$ cat src/rtl/rv32m_muldiv_unit.sv
// rv32m_muldiv_unit: iterative RV32M multiply/divide, 32-step shift-add / restoring divide
module rv32m_muldiv_unit #(
  parameter int XLEN = 32
) (
  input  logic            iCLK,
  input  logic            iRST,
  input  logic            iStart,
  input  logic            iKill,
  input  logic [2:0]      iFunct3,
  input  logic [XLEN-1:0] iA,
  input  logic [XLEN-1:0] iB,
  output logic            oBusy,
  output logic            oDone,
  output logic            oStall,
  output logic [XLEN-1:0] oResult
);
  typedef enum logic [1:0] {IDLE, CALC, FIX} state_t;
  state_t state;
  logic [5:0] cnt;
  logic [2:0] f3;
  logic negX, negR;
  logic [63:0] acc;
  logic [32:0] rem;
  logic [31:0] opB;
  logic sgnA, sgnB, accept, fast;
  logic [31:0] magA, magB, qRes, rRes, res;
  logic [63:0] prod;
  logic [32:0] sum, sh, trial;
  assign oBusy = state != IDLE;
  assign oStall = iStart & ~oDone;
  always_comb begin
    sgnA = iA[31] & (iFunct3 == 3'b001 | iFunct3 == 3'b010 | iFunct3 == 3'b100 | iFunct3 == 3'b110);
    sgnB = iB[31] & (iFunct3 == 3'b001 | iFunct3 == 3'b100 | iFunct3 == 3'b110);
    magA = sgnA ? -iA : iA;
    magB = sgnB ? -iB : iB;
    accept = state == IDLE & iStart & ~iKill & ~oDone;
    fast = iFunct3[2] & (iB == 32'd0 | (~iFunct3[0] & iA == 32'h8000_0000 & iB == 32'hFFFF_FFFF));
    sum = {1'b0, acc[63:32]} + {1'b0, acc[0] ? opB : 32'd0};
    sh = {rem[31:0], acc[31]};
    trial = sh - {1'b0, opB};
    prod = negX ? -acc : acc;
    qRes = negX ? -acc[31:0] : acc[31:0];
    rRes = negR ? -rem[31:0] : rem[31:0];
    res = f3[2] ? (f3[1] ? rRes : qRes) : (f3[1:0] == 2'b00 ? prod[31:0] : prod[63:32]);
  end
  always_ff @(posedge iCLK or posedge iRST) begin
    if (iRST) begin
      state <= IDLE;
      cnt <= '0;
      f3 <= '0;
      negX <= 1'b0;
      negR <= 1'b0;
      acc <= '0;
      rem <= '0;
      opB <= '0;
      oDone <= 1'b0;
      oResult <= '0;
    end else if (iKill) begin
      state <= IDLE;
      oDone <= 1'b0;
    end else begin
      oDone <= 1'b0;
      unique case (state)
        IDLE: if (accept) begin
          f3 <= iFunct3;
          cnt <= '0;
          if (fast) begin
            // special cases bypass the sign fix-up: results are already final
            state <= FIX;
            negX <= 1'b0;
            negR <= 1'b0;
            acc <= {32'd0, iB == 32'd0 ? 32'hFFFF_FFFF : 32'h8000_0000};
            rem <= {1'b0, iB == 32'd0 ? iA : 32'd0};
          end else begin
            state <= CALC;
            negX <= sgnA ^ sgnB;
            negR <= sgnA;
            acc <= {32'd0, iFunct3[2] ? magA : magB};
            rem <= '0;
            opB <= iFunct3[2] ? magB : magA;
          end
        end
        CALC: begin
          cnt <= cnt + 6'd1;
          if (f3[2]) begin
            rem <= trial[32] ? sh : trial;
            acc[31:0] <= {acc[30:0], ~trial[32]};
          end else begin
            acc <= {sum, acc[31:1]};
          end
          if (cnt == 6'd31) state <= FIX;
        end
        FIX: begin
          oResult <= res;
          oDone <= 1'b1;
          state <= IDLE;
        end
        default: state <= IDLE;
      endcase
    end
  end
endmodule

$ cat config.mk
export PLATFORM = sky130hd
export DESIGN_NAME = rv32m_muldiv_unit
export DESIGN_NICKNAME = d
export VERILOG_FILES = /design/src/rtl/rv32m_muldiv_unit.sv
export SDC_FILE = /design/constraint.sdc
export NUM_CORES = 1
export LEC_CHECK = 0
export ABC_AREA = 0
export BUFFER_PORTS_ARGS = -buffer_cell sky130_fd_sc_hd__buf_4
export CORE_ASPECT_RATIO = 1.25
export CORE_UTILIZATION = 45
export DETAILED_ROUTE_END_ITERATION = 12
export GPL_TIMING_DRIVEN = 0
export SKIP_CTS_REPAIR_TIMING = 1
export SYNTH_ARGS = -nofsm -noshare
export SYNTH_HDL_FRONTEND = slang
export SYNTH_SLANG_ARGS = --single-unit
$ cat constraint.sdc
create_clock -name iCLK -period 7.3 [get_ports iCLK]
set_input_delay 1.095 -clock iCLK [delete_from_list [all_inputs] [get_ports iCLK]]
set_output_delay 1.095 -clock iCLK [all_outputs]
set_load 0.01 [all_outputs]
; ---- Word-level counts from Yosys, hierarchy flattened
; Index checks and enable logic that the tools add are counted.
; W data, S select, Z words.
[totals]
ff_bits = 174
inputBits = 71
output_inout_bits = 35
elab_cells = 100
[op_classes]
add_sub_neg = 8
eq_ne = 14
muxes = 34
bitwise_logic = 21
n_reduce_logical = 12
[ops]
columns = op, n
row1 = $mux W32, 18
row2 = $mux W64, 2
row3 = $neg A32 Y32, 4
row4 = $pmux W64 S2, 1
row5 = $eq A32 B32 Y1 const B, 2
row6 = $neg A64 Y64, 1
row7 = $pmux W32 S2, 1
row8 = $add A32 B32 Y33, 1
row9 = $sub A33 B32 Y33, 1
row10 = $logic_not A32 Y1, 1
row11 = $mux W31, 1
row12 = $pmux W6 S2, 1
row13 = $reduce_and A4 Y1, 3
row14 = $and A1 B1 Y1, 9
row15 = $mux W2, 4
row16 = $add A6 B1 Y6 const B, 1
row17 = $eq A3 B3 Y1 const B, 2
row18 = $eq A6 B5 Y1 const B, 1
row19 = $mux W6, 1
row20 = $ne A2 B2 Y1 const B, 3
row21 = $ne A3 B3 Y1 const B, 2
row22 = $or A1 B1 Y1, 6
row23 = $reduce_and A3 Y1, 2
row24 = $not A1 Y1, 5
row25 = other kinds (10), 16

; ---- Longest topological paths before layout
; Gate-level depths: netlist of the first run.
[depth]
word_depth = 10
ltp_mapped = 13
mapped_depth_nobuf = 13

; ---- Least setup slack after synthesis of the first run
; Ideal clock, no wire load.
[synth_path]
kind = input-to-reg
from = input iA[0]
to = register acc[11]
setup_ns = 0.132
arrival_time_ns = 3.444
required_ns = 7.168
slack_ns = 3.724
path_stages = 11
n_path_buf = 0
cell_sequence = inv_1 -> ha_1 -> or3b_2 -> nor4_2 -> and3_1 -> and4_1 -> nor2_1 -> nor2_1 -> nor2_1 -> a2111oi_0 -> nor2_1
[synth_between]
elab_chain_cells = 8
elab_cells_between_ends = 11
cone_classes = 1 x add/sub / 1 x eq/ne / 5 x mux / 4 x bitwise
[synth_rtl]
columns = item, line
row1 = "start, declared", 10  ; input logic [XLEN-1:0] iA,
row2 = branches (longest 5 deep; another with $neg A32 Y32), -
row3 = $mux W32 *, 67  ; if (fast) begin
row4 = $mux W64 *, 64  ; IDLE: if (accept) begin
row5 = $pmux W64 S2 *, 63  ; unique case (state)
row6 = "end signal, assigned", 72  ; acc <= {32'd0, iB == 32'd0 ? 32'hFFFF_FFFF : 32'h8000_0000};
row7 = "end signal, assigned", 78  ; acc <= {32'd0, iFunct3[2] ? magA : magB};
row8 = "end signal, assigned", 87  ; acc[31:0] <= {acc[30:0], ~trial[32]};
row9 = "end, declared", 22  ; logic [63:0] acc;
; Every way passes the cells marked *. The select of a mux whose other input is x is not followed.
; A chain may end at the register's enable or synchronous reset.

; ---- Worst setup path after layout of the first run
[layout_path]
from = input iA[0]
to = register acc[26]
; Same word-level chain as after synthesis.

==> results of run 1 <==
-- state kept, by name, summed over array words and instances, names as in the netlist --
signal   flops
opB         32
oResult     32
cnt          6
state        2
f3           3
negX         1
rem         32
acc         64
oDone        1
negR         1
-- layout make-up --
cell class	count	area, sq um	area share [%]
multi-input combinational	1716	10730	60.06
tap	468	585.6	3.279
clock inverter	15	175.2	0.9808
sequential	174	4354	24.38
buffer	127	511.7	2.865
timing repair buffer	106	815.8	4.568
inverter	68	262.8	1.471
clock buffer	17	425.4	2.382
antenna	1	2.502	0.01401
-- kinds of logic (layout without fill, tap and decap cells) --
| logic type | Yosys count | after routing | share of synthesized area [%] |
|---|---|---|---|
| AOI/OAI and AO/OA | 674 | 674 | 26.32 |
| xor gates and xnor gates | 200 | 200 | 11.05 |
| adders and majority gates | 72 | 72 | 5.779 |
| buffers and inverters | 195 | 333 | 4.840 |
| DFF | 174 | 174 | 27.48 |
| muxes | 54 | 54 | 3.529 |
| other | 0 | 1 | 0 |
| and+or+nand+nor | 716 | 716 | 21.00 |
-- per-stage QoR --
stage,setup TNS (ps),hold slack (ps)
floorplan,0,438.7
global placement,-133950,459.2
detailed placement,0,460.9
CTS,0,486.5
global route,0,502.9
finish,0,483.5
-- synthesized netlist by cell type, types with 17 or more instances --
library cell	n	area share, %
o41ai_1	21	1.2
a31oi_1	28	1.1
xnor2_1	90	5.0
clkbuf_1	99	2.3
inv_1	68	1.6
o22ai_1	23	0.91
nand3_1	30	0.95
nand2b_1	22	0.87
nand4_1	17	0.67
nand2_1	258	6.1
ha_1	70	5.5
nor2_1	212	5.0
dfrtp_1	174	27
nor2b_1	19	0.75
a21oi_1	187	5.9
or3_1	18	0.71
o31ai_1	37	1.8
nor3_1	50	1.6
xor2_1	110	6.1
o21a_1	17	0.81
o21ai_0	206	6.5
mux2i_1	39	2.5
a21o_1	25	1.2
-- metal layers --
metal  part of all wire, %  GRT usage [%]
met5                     0              0
met4                   8.0          29.89
met3                   7.0          4.992
met2                    46          65.22
met1                    39          47.85
-- worst register-to-register path: cells and delay by family, from the launching register on --
| kind | cells | cell delay [ps] |
|---|---|---|
| DFF | 1 | 490 |
| adders and majority gates | 1 | 310 |
| xor gates and xnor gates | 1 | 230 |
| AOI/OAI and AO/OA | 3 | 670 |
| and+or+nand+nor | 5 | 1640 |
| buffers and inverters | 2 | 860 |
-- power groups by stage --
stage | clock [W] | combinational [W] | sequential (W)
after floorplan | 0 | 0.00415 | 0.00182
after global placement | 0 | 0.00595 | 0.00208
after detailed placement | 0 | 0.00600 | 0.00210
after CTS | 0.000994 | 0.00603 | 0.00208
after global routing | 0.00103 | 0.00669 | 0.00214
final | 0.000995 | 0.00622 | 0.00212
-- worst paths after layout --
path / startpoint / to / slack, ps / depth (start not counted)
hold / removal: oResult[17] / oResult[17] / 480 / 2
setup reg to reg: acc[0] / oResult[22] / 2970 / 12
setup / recovery: iA[0] / acc[26] / 2630 / 11
max in group asynchronous: iRST / opB[30] / 5700 / 3
min in group asynchronous: iRST / oResult[2] / 660 / 2
hold reg to reg: oResult[17] / oResult[17] / 480 / 2
==> flow_summary_export.csv, run 1 <==
group,metric,value,unit
outcome,outcome,"finished clean",
floorplanning,die_x,169.9,microns
power_and_ir_drop,seq_power_share,22.7,%
route,ant_nets,0,
setup_path,worstSetupEndpointType,"flop",
layout,final_layout_size_suffix_gt1_share,9.042,%
clock_network,clock_latency,490,ps
placed_design,io_buffers,105,
setup_path,critPathMaxFanout,8,
layout,final_util,51.60,%
power_and_ir_drop,comb_power_share,66.7,%
placed_design,pre_cts_ws,2247,ps
clock_network,tritoncts.num_buffers,17,
floorplanning,dieArea,0.03598,sq mm
clock_network,root_buffer,"clkbuf_16",
sta,grt_setup_unrepaired,"false",
logic_synthesis,synth_edf_count,0,
power_and_ir_drop,pwr-share-clk,10.7,%
route,drt-pass1-iter-count,6,
logic_synthesis,synth-seq-cells,174,
setup_path,cp_cell_sequence,"buf_4 -> inv_1 -> ha_1 -> or3b_2 -> nor4_2 -> and2_1 -> a31oi_1 -> xnor2_1 -> o311ai_0 -> o21ai_0 -> a21oi_1",
logic_synthesis,synthFlopType,"dfrtp_1",
sta,period_needed,4672,ps
global_routing,antenna_found_initial,1,
floorplanning,die_h,211.8,microns
global_routing,grt.overflow.total,0,
setup_path,crit_family,"compound AO/OA/AOI/OAI gates",
logic_synthesis,syn_nets,2228,
power_and_ir_drop,power_leakage,7.537,nW
power_and_ir_drop,p_switching,0.005210,W
layout,fin_cells,2692,
floorplanning,core_area,0.03461,sq mm
floorplanning,start_util,45.79,%
hold_path,hold_class,"flop to flop",
clock_network,clock_sinks,174,
layout,fillCellCount,3557,
setup_path,worst_path_max_delay_cell,"o311ai_0",
sta,relSlewSlack,8.692,%
route,vias,16944,
sta,finalWorstSetupSlack,2628,ps
route,vias_per_cell,6.294,
layout,final_cell_mix,"nand2_1 (258), nor2_1 (212), o21ai_0 (206)",
logic_synthesis,ys_async_sr_fraction,100.0,%
layout,area_growth,12.70,%
layout,nets,2353,
route,drcViolationCount,0,
route,routed_wl,71420,microns
logic_synthesis,syn_avg_cell_area,7.601,sq um
clock_network,h-tree-depth,4,
clock_network,clockBufferDepth,2,
global_routing,grt_pass1_wl,103400,microns
clock_network,clk_pin_slew,80,ps
sta,setup_violations,0,
logic_synthesis,syn_inst,2085,
logic_synthesis,synth-seq-area-share,27.48,%
sta,slew_viol_final,0,
power_and_ir_drop,internal_power,0.004122,W
setup_path,crit_buf_inv,2,
floorplanning,ioPinCount,106,
power_and_ir_drop,p_total,0.009331,W
layout,final_common_cell,"nand2_1",
setup_path,max_stage_delay,1060,ps
setup_path,cp.arrival,5080,ps
global_routing,grt_usage,39.88,%
floorplanning,rows,76,
route,drtIter0Drc,1913,
layout,final_cell_area,0.01786,sq mm
logic_synthesis,synth_cell_types,88,
sta,post-route-period-util,64.01,%
power_and_ir_drop,p_per_area,522.5,mW/mm^2
global_routing,grt_max_degree,98,
route,wl_per_cell,26.53,microns
power_and_ir_drop,ir_drop,0.2264,mV
clock_network,cts_tree,"yes",
setup_path,critPathRequiredTime,7710,ps
setup_path,worst-setup-path-type,"input pin to flop",
power_and_ir_drop,swShare,55.83,%
sta,skew,20.12,ps
sta,tightest_slew,1359,ps
placed_design,place.gp.congestion,0.9743,
setup_path,start_kind,"input pin",
global_routing,grt_pass1_vias,15921,
placed_design,dp_hpwl,57310,microns
sta,fmax,214.0,MHz
logic_synthesis,yosysWarnings,0,
logic_synthesis,syn-cell-area,0.01585,sq mm
sta,hold_violations,0,
flow_run,cap_violations,0,
placed_design,place_inst,2659,
placed_design,place_area,0.01726,sq mm
Note: power is estimated with default switching activity, not from simulation.
==> run 2, diff against run 1 <==
==> constraint.sdc (replaced) <==
create_clock -name iCLK -period 4 [get_ports iCLK]
set_input_delay 0.6 -clock iCLK [delete_from_list [all_inputs] [get_ports iCLK]]
set_output_delay 0.6 -clock iCLK [all_outputs]
set_load 0.01 [all_outputs]
==> run 2 against run 1 <==
  * Combinational power up 82%
  * Clock-buffer cell count up 2
  * Sequential power up 83%
  * Wire length down 0.84%
  * Clock skew down 0.68 ps
  * Sequential share of layout area down 0.16 points
  * Setup slack worse by 2500 ps
  * Critical path depth up 2
==> flow_summary_export.csv, run 2 (synthesis results as in run 1) <==
group,metric,value,unit
sta,setup_violations,0,
setup_path,start_kind,"flop",
power_and_ir_drop,p_per_area,945.5,mW/mm^2
power_and_ir_drop,swShare,55.13,%
layout,largest_register_ff_count,64,
setup_path,worstSetupEndpointType,"flop",
route,ant_nets,0,
route,wl_per_cell,26.26,microns
sta,skew,19.45,ps
route,vias,16943,
global_routing,grt_pass1_wl,102900,microns
sta,post-route-period-util,96.52,%
global_routing,grt.met1_usage,47.19,%
layout,final_layout_size_suffix_gt1_share,9.466,%
route,vias_per_cell,6.282,
setup_path,rr_startpoint,"rem[20]",
power_and_ir_drop,p_total,0.01701,W
layout,nets,2359,
global_routing,antenna_found_initial,0,
power_and_ir_drop,seq_power_share,22.8,%
route,drcViolationCount,0,
placed_design,dp_hpwl,57110,microns
outcome,outcome,"finished clean",
setup_path,critPathMaxFanout,10,
placed_design,place_area,0.01733,sq mm
floorplanning,dieArea,0.03598,sq mm
route,routed_wl,70820,microns
route,drtIter0Drc,1804,
floorplanning,ioPinCount,106,
sta,relSlewSlack,6.923,%
setup_path,r2r_end,"acc[0]",
flow_run,cap_violations,0,
setup_path,cp.arrival,4200,ps
sta,period_needed,3861,ps
global_routing,grt_usage,39.70,%
setup_path,critPathRequiredTime,4340,ps
power_and_ir_drop,ir_drop,0.4876,mV
route,drt-pass1-iter-count,8,
placed_design,place.gp.congestion,1.013,
power_and_ir_drop,pwr-share-clk,10.9,%
clock_network,root_buffer,"clkbuf_16",
hold_path,hold_class,"input pin to asynchronous set/reset pin",
layout,final_common_cell,"nand2_1",
setup_path,reg2reg_slack,140,ps
floorplanning,start_util,45.79,%
clock_network,tritoncts.num_buffers,17,
layout,antenna_cells,0,
power_and_ir_drop,p_switching,0.009375,W
power_and_ir_drop,comb_power_share,66.4,%
clock_network,clock_latency,480,ps
sta,holdWs,38.10,ps
layout,final_cell_mix,"nand2_1 (258), nor2_1 (212), o21ai_0 (205)",
sta,tightest_slew,1379,ps
global_routing,busiest_layer,"met2",
floorplanning,die_x,169.9,microns
clock_network,cts_tree,"yes",
setup_path,worst-setup-path-type,"flop to flop",
clock_network,clock_sinks,174,
power_and_ir_drop,internal_power,0.007630,W
clock_network,clk_pin_slew,70,ps
global_routing,grt_max_degree,39,
floorplanning,die_h,211.8,microns
layout,final_cell_area,0.01799,sq mm
global_routing,grt.met3_usage,6.356,%
sta,hold_violations,0,
clock_network,clockBufferDepth,2,
placed_design,io_buffers,105,
floorplanning,rows,76,
sta,fmax,259.0,MHz
layout,area_growth,13.49,%
power_and_ir_drop,power_leakage,7.615,nW
global_routing,use_met2,63.93,%
setup_path,rr_worst_depth,13,
sta,slew_viol_final,0,
global_routing,grt.overflow.total,0,
global_routing,grt_pass1_vias,16169,
layout,regMostFlops,"acc",
clock_network,h-tree-depth,4,
sta,grt_setup_unrepaired,"false",
floorplanning,core_area,0.03461,sq mm
[run 2: cell type report]
class,count,area (sq um)
fillers,3500,16630
clock buffers,19,442.9
well taps,468,585.6
repair buffers,112,903.4
multi-input cells,1716,10750
clock inverters,13,177.7
plain buffers,127,515.5
flip-flops and latches,174,4355
inverters,68,259.0
[run 2: how the worst max path moves through the flow]
stage               cells past startpoint     from          end
floorplan                              13   acc[0]      acc[60]
global placement                       11    iA[0]      acc[19]
detailed placement                     11    iA[0]      acc[19]
CTS                                    12   acc[0]  oResult[14]
global route                           12  rem[22]       acc[0]
finish                                 13  rem[20]       acc[0]
[run 2: critical path, cell delays in order (launching register included)]
cell      delay (ps)
dfrtp_1          550
ha_1             370
clkbuf_1         280
nand3_1          220
or4_1            570
nand2b_1         160
o221ai_1         120
o21ai_0          190
a211oi_2         250
buf_4            170
buf_2            290
mux2i_1          190
a22oi_1          240
o21ai_0          110
[run 2: through the flow]
step	setup slack, ps	std cells	util [%]	TNS [ps]
after floorplan	851.9	2085	-	0
after global placement	-454.5	2658	49.77	-15220
after detailed placement	-482.5	2663	50.05	-5732
after CTS	-217.3	2695	51.85	-602.9
after global routing	17.08	2697	51.96	0
final	139.3	2697	51.96	0
[run 2: power groups by stage]
stage / Sequential, W / Clock (W) / Combinational (W)
floorplan: 0.00332 / 0 / 0.00757
global placement: 0.00380 / 0 / 0.0108
detailed placement: 0.00383 / 0 / 0.0109
CTS: 0.00381 / 0.00186 / 0.0110
global route: 0.00391 / 0.00193 / 0.0122
finish: 0.00387 / 0.00185 / 0.0113
[run 2: metal layers]
layer | routed length, microns | vias to the layer above | part of all wire, %
met1 | 27520 | 8082 | 39
met5 | 0 | - | 0
met4 | 5918 | 0 | 8.4
met3 | 4851 | 205 | 6.8
met2 | 32530 | 880 | 46
li1 | - | 7776 | -
